**src/rtl/serial_alu_pkg.sv**
```systemverilog
// Shared types for the bit-serial ALU sequencer: opcode encodings, FSM state and opcode helpers.
// Optional build macro SERIAL_ALU_OVF_EN (used in serial_alu_seq) adds a signed-overflow output.
package serial_alu_pkg;

  typedef logic [2:0] opcode_t;

  localparam opcode_t OP_ADD  = 3'b000;
  localparam opcode_t OP_SUB  = 3'b001;
  localparam opcode_t OP_AND  = 3'b010;
  localparam opcode_t OP_OR   = 3'b011;
  localparam opcode_t OP_NAND = 3'b100;
  localparam opcode_t OP_NOR  = 3'b101;

  typedef enum logic [1:0] {
    IDLE = 2'd0,
    BUSY = 2'd1,
    DONE = 2'd2
  } state_t;

  function automatic logic is_arith(input opcode_t op);
    return (op == OP_ADD) || (op == OP_SUB);
  endfunction

  // 110 and 111 are the only unassigned encodings
  function automatic logic is_illegal(input opcode_t op);
    return op[2] & op[1];
  endfunction

endpackage

```
**src/rtl/serial_alu_seq_bit_slice.sv**
```systemverilog
// Combinational 1-bit ALU slice; the caller pre-inverts b for subtraction and owns the carry chain.
// Unaffected by SERIAL_ALU_OVF_EN.
module alu_bit_slice
  import serial_alu_pkg::*;
(
  input  opcode_t opcode,
  input  logic    a,
  input  logic    b,
  input  logic    cin,
  output logic    res,
  output logic    cout
);

  always_comb begin
    res  = 1'b0;
    cout = 1'b0;
    case (opcode)
      OP_ADD, OP_SUB: begin
        res  = a ^ b ^ cin;
        cout = (a & b) | (a & cin) | (b & cin);
      end
      OP_AND:  res = a & b;
      OP_OR:   res = a | b;
      OP_NAND: res = ~(a & b);
      OP_NOR:  res = ~(a | b);
      default: res = 1'b0;
    endcase
  end

endmodule

```
**src/rtl/serial_alu_seq.sv**
```systemverilog
// Bit-serial ALU sequencer: feeds one operand bit per cycle (LSB first) through alu_bit_slice.
// Define SERIAL_ALU_OVF_EN to add the ovf_flag output (signed overflow for ADD/SUB).
module serial_alu_seq
  import serial_alu_pkg::*;
#(
  parameter int unsigned WIDTH = 8
) (
  input  logic             clk,
  input  logic             reset,
  input  logic             op_valid,
  output logic             op_ready,
  input  logic [2:0]       opcode,
  input  logic [WIDTH-1:0] operand_a,
  input  logic [WIDTH-1:0] operand_b,
  input  logic             carry_in,
  output logic             res_valid,
  input  logic             res_ready,
  output logic [WIDTH-1:0] result,
  output logic             carry_out,
  output logic             zero_flag,
  output logic             gt_flag,
  output logic             bad_op
`ifdef SERIAL_ALU_OVF_EN
  ,
  output logic             ovf_flag
`endif
);

  localparam int unsigned IW = (WIDTH > 1) ? $clog2(WIDTH) : 1;
  localparam logic [IW-1:0] LAST_IDX = IW'(WIDTH - 1);

  state_t           state;
  state_t           state_next;
  opcode_t          op_r;
  logic [WIDTH-1:0] a_r;
  logic [WIDTH-1:0] b_r;
  logic             carry_r;
  logic [IW-1:0]    idx;
  logic [WIDTH-1:0] res_sh;
  logic             zero_acc;
  logic             gt_acc;
  logic             ovf_r;

  logic             a_bit;
  logic             b_raw;
  logic             b_bit;
  logic             slice_res;
  logic             slice_cout;
  logic             gt_next;
  logic             last_bit;
  logic             arith;
  logic             illegal;
  logic             accept;

  assign arith    = is_arith(op_r);
  assign illegal  = is_illegal(op_r);
  assign accept   = op_valid & op_ready;
  assign last_bit = (idx == LAST_IDX);

  assign a_bit   = a_r[idx];
  assign b_raw   = b_r[idx];
  assign b_bit   = (op_r == OP_SUB) ? ~b_raw : b_raw;
  // Unsigned compare runs LSB first, so the highest differing bit seen so far wins
  assign gt_next = (a_bit ^ b_raw) ? a_bit : gt_acc;

  alu_bit_slice u_slice (
    .opcode (op_r),
    .a      (a_bit),
    .b      (b_bit),
    .cin    (carry_r),
    .res    (slice_res),
    .cout   (slice_cout)
  );

  always_ff @(posedge clk) begin
    if (reset) state <= IDLE;
    else       state <= state_next;
  end

  always_comb begin
    state_next = state;
    case (state)
      IDLE:    if (op_valid) state_next = BUSY;
      BUSY:    if (last_bit) state_next = DONE;
      DONE:    if (res_ready) state_next = IDLE;
      default: state_next = IDLE;
    endcase
  end

  always_comb begin
    op_ready  = (state == IDLE);
    res_valid = (state == DONE);
  end

  always_ff @(posedge clk) begin
    if (reset) begin
      op_r      <= OP_ADD;
      a_r       <= '0;
      b_r       <= '0;
      carry_r   <= 1'b0;
      idx       <= '0;
      res_sh    <= '0;
      zero_acc  <= 1'b0;
      gt_acc    <= 1'b0;
      result    <= '0;
      carry_out <= 1'b0;
      zero_flag <= 1'b0;
      gt_flag   <= 1'b0;
      bad_op    <= 1'b0;
      ovf_r     <= 1'b0;
    end else begin
      case (state)
        IDLE: begin
          if (accept) begin
            op_r      <= opcode;
            a_r       <= operand_a;
            b_r       <= operand_b;
            carry_r   <= (opcode == OP_ADD) ? carry_in : (opcode == OP_SUB);
            idx       <= '0;
            res_sh    <= '0;
            zero_acc  <= 1'b1;
            gt_acc    <= 1'b0;
            result    <= '0;
            carry_out <= 1'b0;
            zero_flag <= 1'b0;
            gt_flag   <= 1'b0;
            bad_op    <= 1'b0;
            ovf_r     <= 1'b0;
          end
        end
        BUSY: begin
          res_sh   <= {slice_res, res_sh[WIDTH-1:1]};
          zero_acc <= zero_acc & ~slice_res;
          gt_acc   <= gt_next;
          if (arith) carry_r <= slice_cout;
          idx <= last_bit ? '0 : idx + IW'(1);
          // Visible outputs are only touched once the final bit has been through the slice
          if (last_bit) begin
            result    <= illegal ? '0 : {slice_res, res_sh[WIDTH-1:1]};
            carry_out <= arith & slice_cout;
            zero_flag <= illegal | (zero_acc & ~slice_res);
            gt_flag   <= gt_next;
            bad_op    <= illegal;
            ovf_r     <= arith & (carry_r ^ slice_cout);
          end
        end
        default: ;
      endcase
    end
  end

`ifdef SERIAL_ALU_OVF_EN
  assign ovf_flag = ovf_r;
`else
  logic unused_ovf;
  assign unused_ovf = ovf_r;
`endif

endmodule

```
**config.mk**
```make
export PLATFORM = sky130hd
export DESIGN_NAME = serial_alu_seq
export DESIGN_NICKNAME = d
export VERILOG_FILES = /design/src/rtl/serial_alu_pkg.sv /design/src/rtl/serial_alu_seq_bit_slice.sv /design/src/rtl/serial_alu_seq.sv
export SDC_FILE = /design/constraint.sdc
export NUM_CORES = 1
export LEC_CHECK = 0
export ABC_AREA = 0
export BUFFER_PORTS_ARGS = -buffer_cell sky130_fd_sc_hd__buf_2
export CORE_MARGIN = 5
export CORE_UTILIZATION = 35
export CTS_CLUSTER_DIAMETER = 200
export DETAILED_ROUTE_END_ITERATION = 10
export GPL_TIMING_DRIVEN = 0
export PLACE_DENSITY = 0.53
export SLEW_MARGIN = 20
export SYNTH_ARGS = -nofsm -noshare
export SYNTH_HDL_FRONTEND = slang
export SYNTH_SLANG_ARGS = --single-unit
```
**constraint.sdc**
```tcl
create_clock -name clk -period 3.4 [get_ports clk]
set_input_delay 0 -clock clk [delete_from_list [all_inputs] [get_ports clk]]
set_output_delay 0 -clock clk [all_outputs]
set_load 0.005 [all_outputs]
```
Yosys cells after proc, flatten, opt, wreduce, memory -nomap -nowiden

Index checks and enable logic that the tools add are counted.

Output and inout bits: 14
Word-level logic and storage cells: 95
Register bits: 47

Eq/ne operators: 14
Magnitude comparators: 1
Bitwise logic cells: 18
Multiplexer cells: 36
Reduce and logical (&&, ||, !) cells: 11
Add/subtract/negate cells: 1

Operator list:

| kind                                                                          | number |
|---|---|
| 8-bit one-hot mux with 2 select lines                                         | 2 |
| 8-bit 2-to-1 mux                                                              | 3 |
| 1-bit 2-to-1 mux                                                              | 14 |
| 1-bit one-hot mux with 2 select lines                                         | 7 |
| 3-bit equality test (second input constant)                                   | 3 |
| 3-bit AND reduction                                                           | 3 |
| 1-bit AND                                                                     | 7 |
| 1-bit binary-select mux with 3-bit select                                     | 2 |
| 3-bit by 1-bit equality test with 1-bit output (second input constant)        | 2 |
| 3-bit by 2-bit equality test with 1-bit output (second input constant)        | 2 |
| 3-bit zero test                                                               | 2 |
| 2-bit 2-to-1 mux                                                              | 3 |
| 3-bit 2-to-1 mux                                                              | 2 |
| 2-bit inequality test (second input constant)                                 | 3 |
| 2-bit one-hot mux with 3 select lines                                         | 1 |
| 3-bit one-hot mux with 2 select lines                                         | 1 |
| 1-bit one-hot mux with 5 select lines                                         | 1 |
| 3-bit by 4-bit less-than comparator with 1-bit output (second input constant) | 1 |
| 2-bit by 1-bit inequality test with 1-bit output (second input constant)      | 2 |
| 1-bit NOT                                                                     | 4 |
| 1-bit OR                                                                      | 4 |
| 2-bit AND reduction                                                           | 2 |
| 3-bit by 1-bit adder with 3-bit output (second input constant)                | 1 |
| 1-bit XOR                                                                     | 3 |
| 6 further kinds                                                               | 6 |

Depth between registers and ports, before layout

Word-level depth: 12
Depth in mapped cells: 7

Hierarchy

From an unflattened synthesis, not the netlist that was laid out.

Cell total of the unflattened synthesis: 245
Area total of the unflattened synthesis: 2021.9 µm²

By module, submodules not included:

| module         | sequential area each (µm²) | area each (µm²) | cells an instance | times used |
|---|---|---|---|---|
| serial_alu_seq | 920.9                      | 1930.6          | 234               | 1 |
| alu_bit_slice  | 0.0                        | 91.3            | 11                | 1 |

Worst setup path before layout

No wires, ideal clock.

Path kind: flip-flop to flip-flop
Start point: register idx[0]
End point: register carry_r
Stages on the path, launching flop included: 8
Setup time: 0.088 ns
Path slack: 1.093 ns
Data arrival time: 2.219 ns
Data required time: 3.312 ns
Cells stage by stage: dfxtp_1 buf_6 mux4_2 mux2i_4 xnor2_1 maj3_2 or4_4 a311oi_2

Word-level cells in the longest chain between the ends: 10

RTL lines:

| what                                      | line                           | text |
|---|---|---|
| start: declaration                        | serial_alu_seq.sv:38           | `logic [IW-1:0] idx;` |
| start signal: assignment                  | serial_alu_seq.sv:136          | `idx <= last_bit ? '0 : idx + IW'(1);` |
| 1-bit binary-select mux with 3-bit select | serial_alu_seq.sv:61           | `assign b_raw = b_r[idx];` |
| 1-bit 2-to-1 mux (implied by the code)    | serial_alu_seq.sv:61           |  |
| 1-bit NOT                                 | serial_alu_seq.sv:62           | `assign b_bit = (op_r == OP_SUB) ? ~b_raw : b_raw;` |
| 1-bit 2-to-1 mux                          | serial_alu_seq.sv:62           |  |
| 1-bit AND                                 | serial_alu_seq_bit_slice.sv:20 | `cout = (a & b) \| (a & cin) \| (b & cin);` |
| 1-bit OR                                  | serial_alu_seq_bit_slice.sv:20 |  |
| 1-bit OR *                                | serial_alu_seq_bit_slice.sv:20 |  |
| 1-bit 2-to-1 mux *                        | serial_alu_seq_bit_slice.sv:17 | `case (opcode)` |
| 1-bit 2-to-1 mux *                        | serial_alu_seq.sv:135          | `if (arith) carry_r <= slice_cout;` |
| 1-bit one-hot mux with 2 select lines *   | serial_alu_seq.sv:112          | `case (state)` |
| end signal: assignment                    | serial_alu_seq.sv:118          | `carry_r <= (opcode == OP_ADD) ? carry_in : (opcode == OP_SUB);` |
| end signal: assignment                    | serial_alu_seq.sv:135          |  |
| end: declaration                          | serial_alu_seq.sv:37           | `logic carry_r;` |

Every way passes the cells marked *; elsewhere a longest branch is shown, timed or not. The select of a mux whose other input is x is not followed.
A chain may end at the register's enable or synchronous reset.

Worst setup path in the final report

Start point: register idx[0]
End point: register zero_flag

Word-level cells in the longest chain between the ends: 12

RTL lines:

| what                                            | line                           | text |
|---|---|---|
| 1-bit binary-select mux with 3-bit select       | serial_alu_seq.sv:61           |  |
| 1-bit 2-to-1 mux (implied by the code)          | serial_alu_seq.sv:61           |  |
| 1-bit NOT                                       | serial_alu_seq.sv:62           |  |
| 1-bit 2-to-1 mux                                | serial_alu_seq.sv:62           |  |
| 1-bit XOR (tied with other cells) (2 in series) | serial_alu_seq_bit_slice.sv:19 | `res = a ^ b ^ cin;` |
| 1-bit one-hot mux with 5 select lines           | serial_alu_seq_bit_slice.sv:17 |  |
| 1-bit NOT                                       | serial_alu_seq.sv:141          | `zero_flag <= illegal \| (zero_acc & ~slice_res);` |
| 1-bit AND                                       | serial_alu_seq.sv:141          |  |
| 1-bit OR                                        | serial_alu_seq.sv:141          |  |
| 1-bit 2-to-1 mux                                | serial_alu_seq.sv:138          | `if (last_bit) begin` |
| 1-bit one-hot mux with 2 select lines           | serial_alu_seq.sv:112          |  |
| end signal: assignment                          | serial_alu_seq.sv:141          |  |
| end: declaration                                | serial_alu_seq.sv:20           | `output logic zero_flag,` |

Several ways; a longest one is shown, not always the timed one. The select of a mux whose other input is x is not followed.

==> metrics.txt <==
number of max-cap violations=0; sequential area share after synthesis=~47%; DR vias/cell=4.83; clk sinks=46; CP Max Fanout=8; post-synthesis cell area=0.00198 sq mm; fin crit share=74.9%; min-delay src=carry_in; worst slew pin tran=700 ps; GPL Wtd Cong=0.756; hpwl dp=3.30 mm; worst path arrival time=2740 ps; pin count of the biggest net entering global routing=14; P&R area growth vs syn=28.4%; crit path launch=idx[0]$_SDFFE_PP0P_; status=finished clean; CTS tree=done; Main synth FF type=dfxtp_1; Final Hold Fails=0; synth unique cells=41; maximum VDD drop=211 uV; WL per Instance=12.9 microns; Yosys reg bits=46; Initial Utilization=35.9%; Mapped Cells=220; ys async rst share=0%; share of layout cells above drive strength 1=19.0%; Max Clock Skew=between 4 and 5 ps; die area=0.00726 sq mm; initial drt markers=83; required time of the critical path=around 3600 ps; I/O Buffers=36; vias in the first global route=1,619; first-pass GRT wire length=7.61 mm; Via Count=approximately 1,700; Register Area=about 900 sq um; critical path class=reg -> reg; peak per-stage delay on the critical path=between 500 and 600 ps; Avg Inst Size Synth=around 9.0 sq um; ANT nets after route=0; crit start category=flip-flop; Critical-path top delay cell=mux4_1; CP endpoint kind=flip-flop; setup TNS=0 ps; max frequency=393 MHz; Die W=approximately 85 microns; syn nets=between 200 and 250; crit-path cells=buf_6 -> mux4_1 -> mux2i_2 -> nor2_1 -> mux2_2 -> o21a_1 -> o31a_1; most frequent cells in the layout=dfxtp_1, nand2_1, buf_2, a21oi_1; total track usage=12.8%; leakage=1.01 nW; RSZ-0062 raised after global routing=false; I/O pin cnt=38; crit path time final=2550 ps; initial antenna violation count=0; power density cells=between 400 and 500 mW/mm^2; Initial DRT Pass Iterations=4; Clock Pin Slew Worst Setup and Hold Paths=80 ps; Post-CTS Resized=0; grt ovf=0; final WL=4.58 mm; # setup viols final=0; Diodes inserted=0; clock buffer depth=2; area of the multi-input gates=978 sq um; Min-Delay Path Class=in -> reg; Max-slew headroom=a little over half; commonest non-fill, non-tap cell in the layout=dfxtp_1; Rows=27; Buf+Inv Stages, Crit Path=1; fin. max-slew vios=0; CP top delay family=multiplexers; die height=85.2 microns; EDFF count, synth=0; core area=approximately 0.0055 sq mm; H-tree level count=2; YS warnings=0; clock root buffer master=clkbuf_8; Clock Latency Late Sink=290 ps; # fillers=roughly 570; utilization after layout=46.1%; TritonCTS Buffers=5; Final nets=slightly above 300; r2r startpoint=idx[0]$_SDFFE_PP0P_; DRC violations left=0
-- final timing paths --
| check | slack, ps | endpoint | depth (start not counted) |
|---|---|---|---|
| min | 110 | carry_r$_SDFFE_PP0P_ | 3 |
| min reg2reg | 450 | a_r[5]$_SDFFE_PP0P_ | 2 |
| max | 850 | zero_flag$_SDFFE_PP0P_ | 7 |
| max reg2reg | 850 | zero_flag$_SDFFE_PP0P_ | 7 |
-- synth_stat cells, drive strengths merged, types with 2 or more instances --
cell,number,area share [%]
dfxtp,46,47
buf,2,0.76
nor2,20,3.8
maj3,2,1.1
o41ai,2,0.89
a311oi,2,1.2
a22o,6,2.7
nor3,2,0.51
nor2b,3,0.95
nand3,2,0.51
clkbuf,14,2.7
ha,2,1.3
a22oi,10,3.8
o31a,2,0.89
and2,3,1.0
nand2,44,8.3
nand2b,3,0.95
mux4,4,4.9
inv,3,0.57
nand3b,4,1.5
a21oi,27,6.8
mux2i,2,1.8
o31ai,2,1.0
xnor2,3,1.3
-- timing repair --
item	in CTS	in global routing
setup endpoints to repair	0	0
hold buffers	20	0
buffers inserted	0	0
endpoints found under the hold margin	20	0
-- area by class of cell --
class / instances / share of cell area [%]
inverter: 3 / 0.443
clock buffer: 7 / 3.40
tap: 72 / 3.55
multi-input combinational: 155 / 38.5
sequential: 46 / 36.3
buffer: 16 / 2.66
timing repair buffer: 56 / 15.0
clock inverter: 1 / 0.197
-- per-layer routing --
layer | track usage [%] | up-vias | wire length (microns)
met2 | 20.8 | 37 | 2030
met4 | 3.45 | 0 | 25
met3 | 3.11 | 4 | 226
met5 | 0 | - | 0
li1 | - | 898 | -
met1 | 17.0 | 779 | 2300
-- power by group --
group          internal, mW  switching [mW]  total (mW)  leakage [nW]
sequential            0.559          0.0135       0.573         0.375
clock                 0.164           0.180       0.344        0.0482
combinational        0.0744          0.0883       0.163         0.586
-- cells by family after synthesis --
kind of cell / Yosys count / share of synthesized area (%)
compound gates: 58 / 20.0
xor+xnor: 3 / 1.33
fa+ha+maj: 4 / 2.34
buf+inv: 19 / 3.98
flops: 46 / 46.6
mux: 7 / 7.34
simple gates: 83 / 18.5
-- stage by stage --
stage	total power [mW]	hold slack [ps]	instance area [sq um]	cells	setup WS, ps
6_report	1.08	112	2540	356	852
5_1_grt	1.13	109	2540	356	706
4_1_cts	1.09	105	2540	356	842
3_5_place_dp	0.731	247	2250	328	874
3_3_place_gp	0.730	242	2250	328	871
2_1_floorplan	0.686	136	1980	220	1090
-- state kept, by name (all words and copies together) (netlist names) --
signal and count:
zero_acc 1, res_sh 7, a_r 8, bad_op 1, b_r 8, state 2
result 8, zero_flag 1, gt_acc 1, gt_flag 1, carry_out 1, idx 3
carry_r 1, op_r 3
-- worst reg2reg max path: cells and delay by family, from the launching register on --
family / cells / cell delay, ps
buffers and inverters: 1 / 140
AND/OR/NAND/NOR: 1 / 120
flip-flops: 1 / 360
AO/OA/AOI/OAI: 2 / 530
multiplexers: 3 / 1300
Note: power is estimated with default switching activity, not from simulation.
